`src/rtl/fifo_tx_serializer.sv`:
```
// Pops one word at a time from a show-ahead-less FIFO and sends it as a UART-style
// frame: start bit (0), WIDTH data bits LSB-first, stop bit (1), each BAUD_DIV clocks.
module fifo_tx_serializer #(
  parameter int WIDTH    = 8,
  parameter int BAUD_DIV = 4
) (
  input  logic             clk,
  input  logic             reset,
  input  logic             en,
  input  logic             fifo_empty,
  input  logic [WIDTH-1:0] fifo_rdata,
  output logic             fifo_ren,
  output logic             tx,
  output logic             busy,
  output logic             done,
  output logic [15:0]      frame_cnt
);

  localparam int BW = (BAUD_DIV > 1) ? $clog2(BAUD_DIV) : 1;
  localparam int CW = (WIDTH > 1) ? $clog2(WIDTH) : 1;

  typedef enum logic [2:0] {IDLE, POP, LOAD, START, DATA, STOP} state_e;

  state_e           state_q, state_d;
  logic [WIDTH-1:0] shift_q, shift_d;
  logic [BW-1:0]    baud_q, baud_d;
  logic [CW-1:0]    bit_q, bit_d;
  logic [15:0]      frame_cnt_q, frame_cnt_d;
  logic             tx_q, tx_d;
  logic             ren_q, ren_d;
  logic             busy_q, busy_d;
  logic             done_q, done_d;
  logic             baud_end;

  assign baud_end = (baud_q == BW'(BAUD_DIV - 1));

  always_comb begin
    state_d     = state_q;
    shift_d     = shift_q;
    baud_d      = baud_q;
    bit_d       = bit_q;
    frame_cnt_d = frame_cnt_q;
    done_d      = 1'b0;
    case (state_q)
      IDLE: if (en && !fifo_empty) state_d = POP;
      POP:  state_d = LOAD;
      // Read data is valid the cycle after the strobe, i.e. during LOAD.
      LOAD: begin
        shift_d = fifo_rdata;
        baud_d  = '0;
        bit_d   = '0;
        state_d = START;
      end
      START: begin
        if (baud_end) begin
          baud_d  = '0;
          state_d = DATA;
        end else begin
          baud_d = baud_q + BW'(1);
        end
      end
      DATA: begin
        if (baud_end) begin
          baud_d  = '0;
          shift_d = shift_q >> 1;
          bit_d   = bit_q + CW'(1);
          if (bit_q == CW'(WIDTH - 1)) begin
            bit_d   = '0;
            state_d = STOP;
          end
        end else begin
          baud_d = baud_q + BW'(1);
        end
      end
      STOP: begin
        if (baud_end) begin
          baud_d      = '0;
          state_d     = IDLE;
          done_d      = 1'b1;
          frame_cnt_d = frame_cnt_q + 16'd1;
        end else begin
          baud_d = baud_q + BW'(1);
        end
      end
      default: state_d = IDLE;
    endcase

    // Outputs are registered from the next state so they line up with state_q.
    ren_d  = (state_d == POP);
    busy_d = (state_d != IDLE);
    case (state_d)
      START:   tx_d = 1'b0;
      DATA:    tx_d = shift_d[0];
      default: tx_d = 1'b1;
    endcase
  end

  always_ff @(posedge clk) begin
    if (reset) begin
      state_q     <= IDLE;
      shift_q     <= '0;
      baud_q      <= '0;
      bit_q       <= '0;
      frame_cnt_q <= '0;
      tx_q        <= 1'b1;
      ren_q       <= 1'b0;
      busy_q      <= 1'b0;
      done_q      <= 1'b0;
    end else begin
      state_q     <= state_d;
      shift_q     <= shift_d;
      baud_q      <= baud_d;
      bit_q       <= bit_d;
      frame_cnt_q <= frame_cnt_d;
      tx_q        <= tx_d;
      ren_q       <= ren_d;
      busy_q      <= busy_d;
      done_q      <= done_d;
    end
  end

  assign fifo_ren  = ren_q;
  assign tx        = tx_q;
  assign busy      = busy_q;
  assign done      = done_q;
  assign frame_cnt = frame_cnt_q;

endmodule

```
`config.mk`:
```
export PLATFORM = sky130hd
export DESIGN_NAME = fifo_tx_serializer
export DESIGN_NICKNAME = d
export VERILOG_FILES = /design/src/rtl/fifo_tx_serializer.sv
export SDC_FILE = /design/constraint.sdc
export NUM_CORES = 1
export LEC_CHECK = 0
export BUFFER_PORTS_ARGS = -buffer_cell sky130_fd_sc_hd__buf_2
export CAP_MARGIN = 20
export CORE_MARGIN = 10
export CORE_UTILIZATION = 53
export CTS_CLUSTER_DIAMETER = 40
export DETAILED_ROUTE_END_ITERATION = 10
export PLACE_DENSITY = 0.81
export SYNTH_ARGS = -nofsm -noshare
export SYNTH_HDL_FRONTEND = slang
export SYNTH_SLANG_ARGS = --single-unit
export TNS_END_PERCENT = 50
```
`constraint.sdc`:
```
create_clock -name clk -period 1.93 [get_ports clk]
set_clock_uncertainty 0.05 [all_clocks]
set_input_delay 0 -clock clk [delete_from_list [all_inputs] [get_ports clk]]
set_output_delay 0 -clock clk [all_outputs]
set_load 0.03 [all_outputs]
```
==> results of run 1 <==
==> cell families (layout without fill, tap and decap cells) <==
group / Yosys count / count (layout) / synth area share (%)
and+or+nand+nor: 75 / 75 / 26.64
AOI/OAI and AO/OA: 44 / 44 / 17.37
DFF: 36 / 36 / 44.48
buffers and inverters: 13 / 56 / 3.397
xor gates and xnor gates: 7 / 7 / 3.784
adders and majority gates: 4 / 4 / 3.089
muxes: 2 / 2 / 1.236
==> state kept, by name, summed over array words and instances (netlist names) <==
register	count
baud_q	2
shift_q	8
frame_cnt	16
busy	1
fifo_ren	1
done	1
state_q	3
tx	1
bit_q	3
==> cells in the mapped netlist, types with 2 or more instances <==
master	count
o31ai_1	4
a22oi_1	10
dfxtp_1	36
a21boi_0	2
and4_1	2
nand4_1	3
and3_1	2
or4_1	4
mux2i_1	2
buf_2	5
o21ai_0	5
xor2_1	6
nand2b_1	2
a21oi_1	17
clkbuf_1	4
ha_1	4
inv_1	3
nand2_1	17
or3_1	5
nand3_1	6
nor2_1	18
nor2b_1	4
==> worst paths after layout <==
check                                                   to  cells past startpoint
worst max-delay path            frame_cnt[14]$_SDFFE_PP0P_                      5
worst min-delay path                 state_q[0]$_SDFF_PP0_                      4
worst max register to register  frame_cnt[14]$_SDFFE_PP0P_                      5
worst min register to register     shift_q[6]$_SDFFE_PP0P_                      2
==> metal layers <==
layer,wire [um],vias to the layer above
met2,2064,34
met4,82,0
met1,1494,705
met3,231,10
met5,0,-
li1,-,736
==> what timing repair did <==
item                                    4_1_cts  5_1_grt
resized for setup                             0        1
endpoints found under the setup margin        0        9
hold buffers                                  7        0
hold endpoints to repair                      7        0
==> metrics by stage <==
step | total power [W] | hold slack, ns | setup WS, ns | utilization [%] | cells
after floorplan | 0.0008554 | 0.1108 | 0.1572 | - | 181
after global placement | 0.0008842 | 0.2092 | 0.2293 | 61.30 | 242
after detailed placement | 0.0008912 | 0.2337 | 0.1548 | 61.30 | 242
after CTS | 0.001414 | 0.04527 | 0.1254 | 66.22 | 257
after global routing | 0.001453 | 0.06228 | 0.004973 | 66.43 | 257
final | 0.001406 | 0.05844 | 0.1402 | 66.43 | 257
==> layout make-up <==
type	instances	area [sq um]	share of cell area, %
multi-input combinational	132	850.8	43.01
sequential	36	720.7	36.43
timing repair buffer	45	277.8	14.04
clock buffer	6	41.29	2.087
tap	33	41.29	2.087
clock inverter	2	35.03	1.771
inverter	3	11.26	0.5693
==> critical path: stages (launching register included) <==
cell	delay [ns]
dfxtp_1	0.37
ha_1	0.17
and4b_2	0.29
nand4_4	0.15
or4_1	0.53
a21oi_1	0.17
==> power by group <==
group | switching, W | internal (W) | total, W | leakage, nW
combinational | 0.0000620 | 0.0000510 | 0.000113 | 0.486
sequential | 0.0000126 | 0.000760 | 0.000773 | 0.291
clock | 0.000249 | 0.000271 | 0.000521 | 0.0422
total | 0.000324 | 0.00108 | 0.00141 | 0.820
==> results.md, run 1 <==
* Status: finished, final reports clean
* WS Path Type: flip-flop to flip-flop
* Crit path max fanout at 8
* DIE WIDTH at around 75 um
* GR Layer Usage met2 at 25.97%
* Setup Buffers After CTS at 0
* Post-layout nets at 239
* Flop and latch count out of synthesis at 36
* DRT Wirelength at about 3900 um
* Num CTS Buffers at 5
* Initial DRC Count at around 90
* Area contributors post-synth: dfxtp_1 44%, a21oi_1 5.3%, a22oi_1 4.6%
* First-pass GRT wire length at 6396 um
* Clock buffer depth at 2
* Final setup fails at 0
* Synth top area share at 44.48%
* Mapped Nets at just under 200
* Die ar. at 5669 sq um
* Period utilisation layout at between 90 and 100%
* Core Rows at 20
* HP Start: fifo_empty
* Worst R2R Setup Slack at around 0.14 ns
* Met3 Use GR at under 10%
* Largest net degree at the start of global routing at 35
* Synth Instances at approximately 180
* Port-buffer cells at 31
* GP Congestion at about 0.82
* Clk slew on worst S/H paths at approximately 0.11 ns
* Placed cell area at approximately 1800 sq um
* Setup TNS at 0 ns
* Reg-to-reg critical path startpoint: baud_q[0]$_SDFFE_PP0P_
* Top-Level Pins at 32
* Met1 track demand over resource at roughly 14%
* Slew Limit Headroom at between 60% and 70%
* Layout cell share with drive strength beyond 1 at a little under a quarter
* GR peak layer: met2
* VDD IR max at approximately 460 uV
* Area Overhead vs Synth at 22.09%
* Yosys cell types at 42
* Synthesized area per cell at approximately 9 sq um
* Fin crit period at 1.790 ns
* Worst EP required at approximately 2.2 ns
* Number of enable-type register cells in the synthesized netlist at 0
* Worst Hold Class: input pin to flip-flop
* Residual DRC count at 0
* Diodes inserted at 0
* Sequential share of the synthesized area at around 44%
* Most common cell after layout, fill and taps aside: dfxtp_1
* Final hold violations at 0
* CP startpoint: baud_q[0]$_SDFFE_PP0P_
* DRT Pass-1 Iters at 4
* Die H at 75.29 um
* Max-cap violations at 0
* Drt wl/cell at ~15 um
* H-tree depth at 2
* Clk Latency, worst-skew pair at around 0.35 ns
* Initial antenna violation count at 0
* Most frequent cells in the layout: 36 x dfxtp_1, 31 x buf_2, 18 x nor2_1
* Antenna-violating nets left at 0
* Critical Path Start Type: flip-flop
* Via Count at between 1000 and 1500
* Fillers at ~250
* Pwr dens at slightly above 700 nW/um^2
* DP HPWL at about 2800 um
* Vias in the first global route at between 1000 and 1500
* Yosys warns at 0
* Worst-Margin Slew at roughly 0.6 ns
* GRT overflow at 0
* Core area at roughly 3000 sq um
* Fmax at roughly 0.56 GHz
* Vias per Instance at just under 6
* Area leader, netlist: dfxtp_1
* CP Capture Type: flip-flop
* CTS tree: yes
* GRT Total Usage at approximately 14%
* Post-Layout Inst Area at ~2000 sq um
* Post-Syn Area at ~1600 sq um
* Number of sinks on the clock net at 36
* Clk root buf: clkbuf_4
* Arrival time worst endpoint at between 2 and 2.5 ns
* Initial Util at between 50% and 60%
* Leakage at about 0.82 nW
* Max-slew violations at 0
* Top_reg_cell synth: dfxtp_1
* FFs w/ async S/R, synth at 0%
* RSZ-0062 raised after global routing: no
Power figures use the tool's default switching activity.
==> inputs of run 2 (changes only) <==
--- a/config.mk
+++ b/config.mk
@@ -11,7 +11,9 @@
 export CORE_UTILIZATION = 53
 export CTS_CLUSTER_DIAMETER = 40
 export DETAILED_ROUTE_END_ITERATION = 10
+export HOLD_SLACK_MARGIN = 0.12
 export PLACE_DENSITY = 0.81
+export RECOVER_POWER = 25
 export SYNTH_ARGS = -nofsm -noshare
 export SYNTH_HDL_FRONTEND = slang
 export SYNTH_SLANG_ARGS = --single-unit
==> run 2 against run 1 <==
- clock power about the same
- critical path type unchanged
- final cell count rose by 0.78%
- routed wire length grew 1.7%
- first-iteration DRC count is 10% lower
- global-route usage increased by 0.13 points
- power hardly changed
- sequential share of layout area fell by 0.069 points
- sequential power about the same
- worst setup slack improved by 0.0017 ns
- die area unchanged
- maximum frequency hardly changed
- utilization increased by 0.13 points
==> results.md, run 2 (synthesis gave the netlist of run 1 again) <==
* Initial DRC Count at 80 (was 89)
* DRT Pass-1 Iters at 5 (was 4)
* CP Capture Type: flip-flop (unchanged)
* Final hold violations at 0 (unchanged)
* Finished Layout Cells at 259 (was 257)
* Die H at 75.29 um (unchanged)
* Drt wl/cell at 15.20 um (was 15.07 um)
* DP HPWL at 2848 um (unchanged)
* Leakage at 0.7749 nW (was 0.8196 nW)
* First-pass GRT wire length at 6479 um (was 6396 um)
* Period utilisation layout at 92.64% (was 92.73%)
* Num CTS Buffers at 5 (unchanged)
* Most common cell after layout, fill and taps aside: dfxtp_1 (unchanged)
* Number of sinks on the clock net at 36 (unchanged)
* Post-layout nets at 241 (was 239)
* DRT Wirelength at 3937 um (was 3873 um)
* Initial Util at 54.41% (unchanged)
* Most frequent cells in the layout: 36 x dfxtp_1, 18 x nor2_1, 18 x buf_2 (was 36 x dfxtp_1, 31 x buf_2, 18 x nor2_1)
* Slew Limit Headroom at 60.86% (was 60.88%)
* Fin crit period at 1.788 ns (was 1.790 ns)
* Max-slew violations at 0 (unchanged)
* Setup TNS at 0 ns (unchanged)
* Vias in the first global route at 1482 (was 1471)
* Pwr dens at 710.0 nW/um^2 (was 711.0 nW/um^2)
* CP Cell Sequence: ha_1 > and4b_2 > nand4_4 > or4_1 > a21oi_1 (unchanged)
* Core area at 2978 sq um (unchanged)
* Arrival time worst endpoint at 2.02 ns (was 2.03 ns)
* Max-cap violations at 0 (unchanged)
* GRT overflow at 0 (unchanged)
* CTS tree: yes (unchanged)
* Status: finished, final reports clean (unchanged)
* Antenna-violating nets left at 0 (unchanged)
* Initial antenna violation count at 0 (unchanged)
* Slowest library cell on the worst path: or4_1 (unchanged)
* Critical Path Start Type: flip-flop (unchanged)
* Delay of the slowest cell on the worst path at 0.53 ns (about the same)
* Clk root buf: clkbuf_4 (unchanged)
* Diodes inserted at 0 (unchanged)
* H-tree depth at 2 (unchanged)
* Clock buffer depth at 2 (unchanged)
* Worst EP required at 2.17 ns (about the same)
* Clk Latency, worst-skew pair at 0.35 ns (about the same)
* GRT Total Usage at 14.60% (was 14.47%)
* Area Overhead vs Synth at 22.32% (was 22.09%)
* Vias per Instance at 5.718 (was 5.778)
* Worst Hold Class: input pin to flip-flop (unchanged)
* Residual DRC count at 0 (unchanged)
* Setup Buffers After CTS at 0 (unchanged)
* Crit path max fanout at 8 (unchanged)
* Buf/Inv on CP at 0 (unchanged)
* VDD IR max at 454.2 uV (was 457.6 uV)
* Fmax at 0.5593 GHz (was 0.5587 GHz)
* RSZ-0062 raised after global routing: no (unchanged)
* Final core occ at 66.55% (was 66.43%)
* Top delay family on crit path: simple AND/OR/NAND/NOR gates (unchanged)
* Die ar. at 5669 sq um (unchanged)
* Final setup fails at 0 (unchanged)
* Worst-Margin Slew at 0.5870 ns (was 0.5869 ns)
* Via Count at 1481 (was 1485)
* Clk slew on worst S/H paths at 0.11 ns (about the same)
* WS Path Type: flip-flop to flip-flop (unchanged)
* Core Rows at 20 (unchanged)
* Layout cell share with drive strength beyond 1 at 16.81% (was 22.77%)
* Top-Level Pins at 32 (unchanged)
* Largest net degree at the start of global routing at 35 (unchanged)
* DIE WIDTH at 75.29 um (unchanged)
* Cell Count Post-Placement at 242 (unchanged)
* Port-buffer cells at 31 (unchanged)
* GP Congestion at 0.8242 (unchanged)
* Max reg flops at 16 (unchanged)
## run 2: cell count changes in the layout (fill, tap and decap cells not counted)
cell,previous run,this run
clkbuf_1,1,14
dlygate4sd3_1,7,9
buf_2,31,18
## run 2: cell type report
type,count,area (sq um)
fillers,252,996.0
multi-input cells,132,850.8
clock inverters,2,35.03
flip-flops and latches,36,720.7
clock buffers,6,41.29
well taps,33,41.29
inverters,3,11.26
repair buffers,47,281.5
## run 2: through the flow
step                hold WS (ns)  setup WS, ns  power (W)  cell area [sq um]
finish                    0.1633        0.1420   0.001407               1982
global route              0.1688      0.005993   0.001453               1982
CTS                       0.1489        0.1254   0.001417               1992
detailed placement        0.2337        0.1548  0.0008912               1826
global placement          0.2092        0.2293  0.0008842               1826
floorplan                 0.1108        0.1572  0.0008554               1620
## run 2: path summary, 6_finish.rpt
path	startpoint	end	slack, ns	cells past startpoint
worst min-delay path	en	tx$_SDFF_PP1_	0.16	5
worst max register to register	baud_q[0]$_SDFFE_PP0P_	frame_cnt[14]$_SDFFE_PP0P_	0.14	5
worst max-delay path	baud_q[0]$_SDFFE_PP0P_	frame_cnt[14]$_SDFFE_PP0P_	0.14	5
worst min register to register	shift_q[6]$_SDFFE_PP0P_	shift_q[6]$_SDFFE_PP0P_	0.41	2
## run 2: routing by layer
metal / share of wire (%) / vias up / routed length (um) / track usage (%)
met5: 0 / - / 0 / 0
met4: 2.1 / 0 / 82 / 8.041
met3: 5.1 / 10 / 202 / 4.427
met2: 53 / 31 / 2076 / 26.16
met1: 40 / 701 / 1575 / 14.77
li1: - / 739 / - / -
## run 2: timing repair
action                                  in CTS  in global routing
endpoints found under the setup margin       0                  9
hold buffers                                 9                  0
gates resized for setup                      0                  1
endpoints found under the hold margin       23                  0
## run 2: power breakdown
part,internal [W],switching (W)
Clock,0.000271,0.000248
Combinational,0.0000521,0.0000627
Sequential,0.000760,0.0000128
Total,0.00108,0.000323
## run 2: worst reg2reg max path: stages (launching register included)
cell	delay, ns
dfxtp_1	0.37
ha_1	0.17
and4b_2	0.29
nand4_4	0.15
or4_1	0.53
a21oi_1	0.17
==> inputs of run 3 (changes only) <==
--- a/config.mk
+++ b/config.mk
@@ -5,7 +5,7 @@
 export SDC_FILE = /design/constraint.sdc
 export NUM_CORES = 1
 export LEC_CHECK = 0
-export BUFFER_PORTS_ARGS = -buffer_cell sky130_fd_sc_hd__buf_2
+export BUFFER_PORTS_ARGS = -buffer_cell sky130_fd_sc_hd__buf_4
 export CAP_MARGIN = 20
 export CORE_MARGIN = 10
 export CORE_UTILIZATION = 53
@@ -14,6 +14,7 @@
 export HOLD_SLACK_MARGIN = 0.12
 export PLACE_DENSITY = 0.81
 export RECOVER_POWER = 25
+export REMOVE_ABC_BUFFERS = 1
 export SYNTH_ARGS = -nofsm -noshare
 export SYNTH_HDL_FRONTEND = slang
 export SYNTH_SLANG_ARGS = --single-unit
==> run 3 against run 2 <==
- largest cell class unchanged
- hold slack lost 0.027 ns
- worst setup slack lost 0.011 ns
- maximum frequency is 0.58% lower
==> results.md, run 3 (synthesis gave the netlist of run 1 again) <==
* Status: finished, final reports clean (unchanged)
* Clock buffer depth at 2 (unchanged)
* Switching Fraction at 24.75% (was 22.99%)
* H-tree depth at 2 (unchanged)
* Initial antenna violation count at 0 (unchanged)
* DP HPWL at 2562 um (was 2848 um)
* First-pass GRT wire length at 6361 um (was 6479 um)
* Delay of the slowest cell on the worst path at 0.52 ns (was 0.53 ns)
* DIE WIDTH at 75.29 um (unchanged)
* Final hold violations at 0 (unchanged)
* Residual DRC count at 0 (unchanged)
* Setup TNS at 0 ns (unchanged)
* Combinational share of power at 9.2% (was 8.2%)
* Finished Layout Cells at 259 (unchanged)
* Slew Limit Headroom at 68.47% (was 60.86%)
* Fin crit period at 1.799 ns (was 1.788 ns)
* Post-layout nets at 241 (unchanged)
* Clk Latency, worst-skew pair at 0.35 ns (about the same)
* Hold EP: state_q[0]$_SDFF_PP0_ (was tx$_SDFF_PP1_)
* Top-Level Pins at 32 (unchanged)
* Worst R2R Setup Slack at 0.13 ns (was 0.14 ns)
* CP Capture Type: flip-flop (unchanged)
* CTS tree: yes (unchanged)
* Cell Count Post-Placement at 242 (unchanged)
* Critical Path Start Type: flip-flop (unchanged)
* GRT overflow at 0 (unchanged)
* Int Pwr at 0.0009969 W (was 0.001084 W)
* Sw power at 0.0003280 W (was 0.0003235 W)
* Layout cell share with drive strength beyond 1 at 16.81% (unchanged)
* Num CTS Buffers at 5 (unchanged)
* Setup Buffers After CTS at 0 (unchanged)
* Clk root buf: clkbuf_4 (unchanged)
* Number of sinks on the clock net at 36 (unchanged)
* Pwr dens at 658.1 nW/um^2 (was 710.0 nW/um^2)
* Buf/Inv on CP at 0 (unchanged)
* GP Congestion at 0.9026 (was 0.8242)
* Die H at 75.29 um (unchanged)
* Drt wl/cell at 14.67 um (was 15.20 um)
* RSZ-0062 raised after global routing: no (unchanged)
* Clk slew on worst S/H paths at 0.11 ns (about the same)
* Most common cell after layout, fill and taps aside: dfxtp_1 (unchanged)
* Vias in the first global route at 1459 (was 1482)
* Arrival time worst endpoint at 2.03 ns (was 2.02 ns)
* CP Cell Sequence: ha_1 > and4b_2 > nand4_4 > or4_1 > a21oi_1 (unchanged)
* Worst hold stages at 4 (was 5)
* Initial DRC Count at 134 (was 80)
* Via Count at 1500 (was 1481)
* Port-buffer cells at 31 (unchanged)
* DRT Pass-1 Iters at 4 (was 5)
* Diodes inserted at 0 (unchanged)
* Initial Util at 54.41% (unchanged)
* Area Overhead vs Synth at 24.25% (was 22.32%)
* Antenna-violating nets left at 0 (unchanged)
* Final setup fails at 0 (unchanged)
* Hold_ws at 0.1363 ns (was 0.1633 ns)
* Largest net degree at the start of global routing at 35 (unchanged)
* Max-cap violations at 0 (unchanged)
* Period utilisation layout at 93.19% (was 92.64%)
* DRT Wirelength at 3800 um (was 3937 um)
* WS Path Type: flip-flop to flip-flop (unchanged)
* Max reg flops at 16 (unchanged)
* Final core occ at 67.61% (was 66.55%)
* Fmax at 0.5560 GHz (was 0.5593 GHz)
* Slowest library cell on the worst path: or4_1 (unchanged)
* Vias per Instance at 5.792 (was 5.718)
* Core Rows at 20 (unchanged)
* HP Start: en (unchanged)
* Die ar. at 5669 sq um (unchanged)
* Worst Hold Class: input pin to flip-flop (unchanged)
* R2r worst-path depth at 5 (unchanged)
* Leakage at 0.7728 nW (was 0.7749 nW)
* GRT Total Usage at 14.19% (was 14.60%)
* Reg-to-reg critical path startpoint: baud_q[0]$_SDFFE_PP0P_ (unchanged)
* Crit path max fanout at 8 (unchanged)
* Clk network pwr share at 32.5% (was 36.9%)
* Most frequent cells in the layout: 36 x dfxtp_1, 25 x buf_4, 18 x nor2_1 (was 36 x dfxtp_1, 18 x nor2_1, 18 x buf_2)
* Worst-Margin Slew at 0.4686 ns (was 0.5870 ns)
* Worst EP required at 2.16 ns (was 2.17 ns)
* Worst reg2reg endpoint: frame_cnt[14]$_SDFFE_PP0P_ (unchanged)
* Top delay family on crit path: simple AND/OR/NAND/NOR gates (unchanged)
* Max-slew violations at 0 (unchanged)
* VDD IR max at 473.6 uV (was 454.2 uV)
* Core area at 2978 sq um (unchanged)
* Fillers at 257 (was 252)
* Seq pwr share at 58.3% (was 54.9%)
run 3: worst max path at each step:
| stage | from | end | slack [ns] | cells after the start |
|---|---|---|---|---|
| finish | baud_q[0]$_SDFFE_PP0P_ | frame_cnt[14]$_SDFFE_PP0P_ | 0.13 | 5 |
| global route | baud_q[0]$_SDFFE_PP0P_ | frame_cnt[15]$_SDFFE_PP0P_ | 0.002 | 5 |
| CTS | baud_q[0]$_SDFFE_PP0P_ | frame_cnt[14]$_SDFFE_PP0P_ | 0.13 | 5 |
| detailed placement | baud_q[0]$_SDFFE_PP0P_ | frame_cnt[14]$_SDFFE_PP0P_ | 0.17 | 5 |
| global placement | baud_q[0]$_SDFFE_PP0P_ | frame_cnt[14]$_SDFFE_PP0P_ | 0.23 | 5 |
| floorplan | baud_q[0]$_SDFFE_PP0P_ | bit_q[0]$_SDFFE_PP0P_ | -0.27 | 5 |
run 3: what timing repair did:
action / in CTS / in global routing
endpoints found under the setup margin: 0 / 2
hold endpoints to repair: 35 / 0
hold buffers: 9 / 0
gates resized for setup: 0 / 1
run 3: area by class of cell:
cell class / count / area [sq um] / area share, %
repair buffers: 47 / 326.6 / 16.22
inverters: 3 / 11.26 / 0.5594
flip-flops and latches: 36 / 720.7 / 35.80
clock inverters: 1 / 7.507 / 0.3729
well taps: 33 / 41.29 / 2.051
multi-input cells: 132 / 850.8 / 42.26
clock buffers: 7 / 55.05 / 2.735
run 3: power by group through the flow:
stage	clock (W)	sequential (W)	combinational, W
6_report	0.000431	0.000772	0.000122
5_1_grt	0.000477	0.000775	0.000132
4_1_cts	0.000441	0.000772	0.000125
3_5_place_dp	0	0.000789	0.000110
3_3_place_gp	0	0.000788	0.000107
2_1_floorplan	0	0.000801	0.0000431
run 3: through the flow:
| step | setup WS [ns] | area (sq um) | power (W) |
|---|---|---|---|
| detailed placement | 0.1714 | 1903 | 0.0008987 |
| global route | 0.001920 | 2013 | 0.001384 |
| floorplan | -0.2712 | 1577 | 0.0008437 |
| global placement | 0.2299 | 1903 | 0.0008943 |
| finish | 0.1315 | 2013 | 0.001325 |
| CTS | 0.1342 | 2056 | 0.001338 |
run 3: worst min-delay path, cell delays in order:
cell and delay (ns):
buf_4 0.10, nor3b_1 0.13, o21bai_1 0.16, a21oi_1 0.09
run 3: metal layers:
metal	vias to the layer above	share of wire [%]	track usage [%]
met4	0	1.4	7.010
li1	746	-	-
met1	716	44	15.97
met2	32	50	23.61
met5	-	0	0
met3	6	4.6	4.557
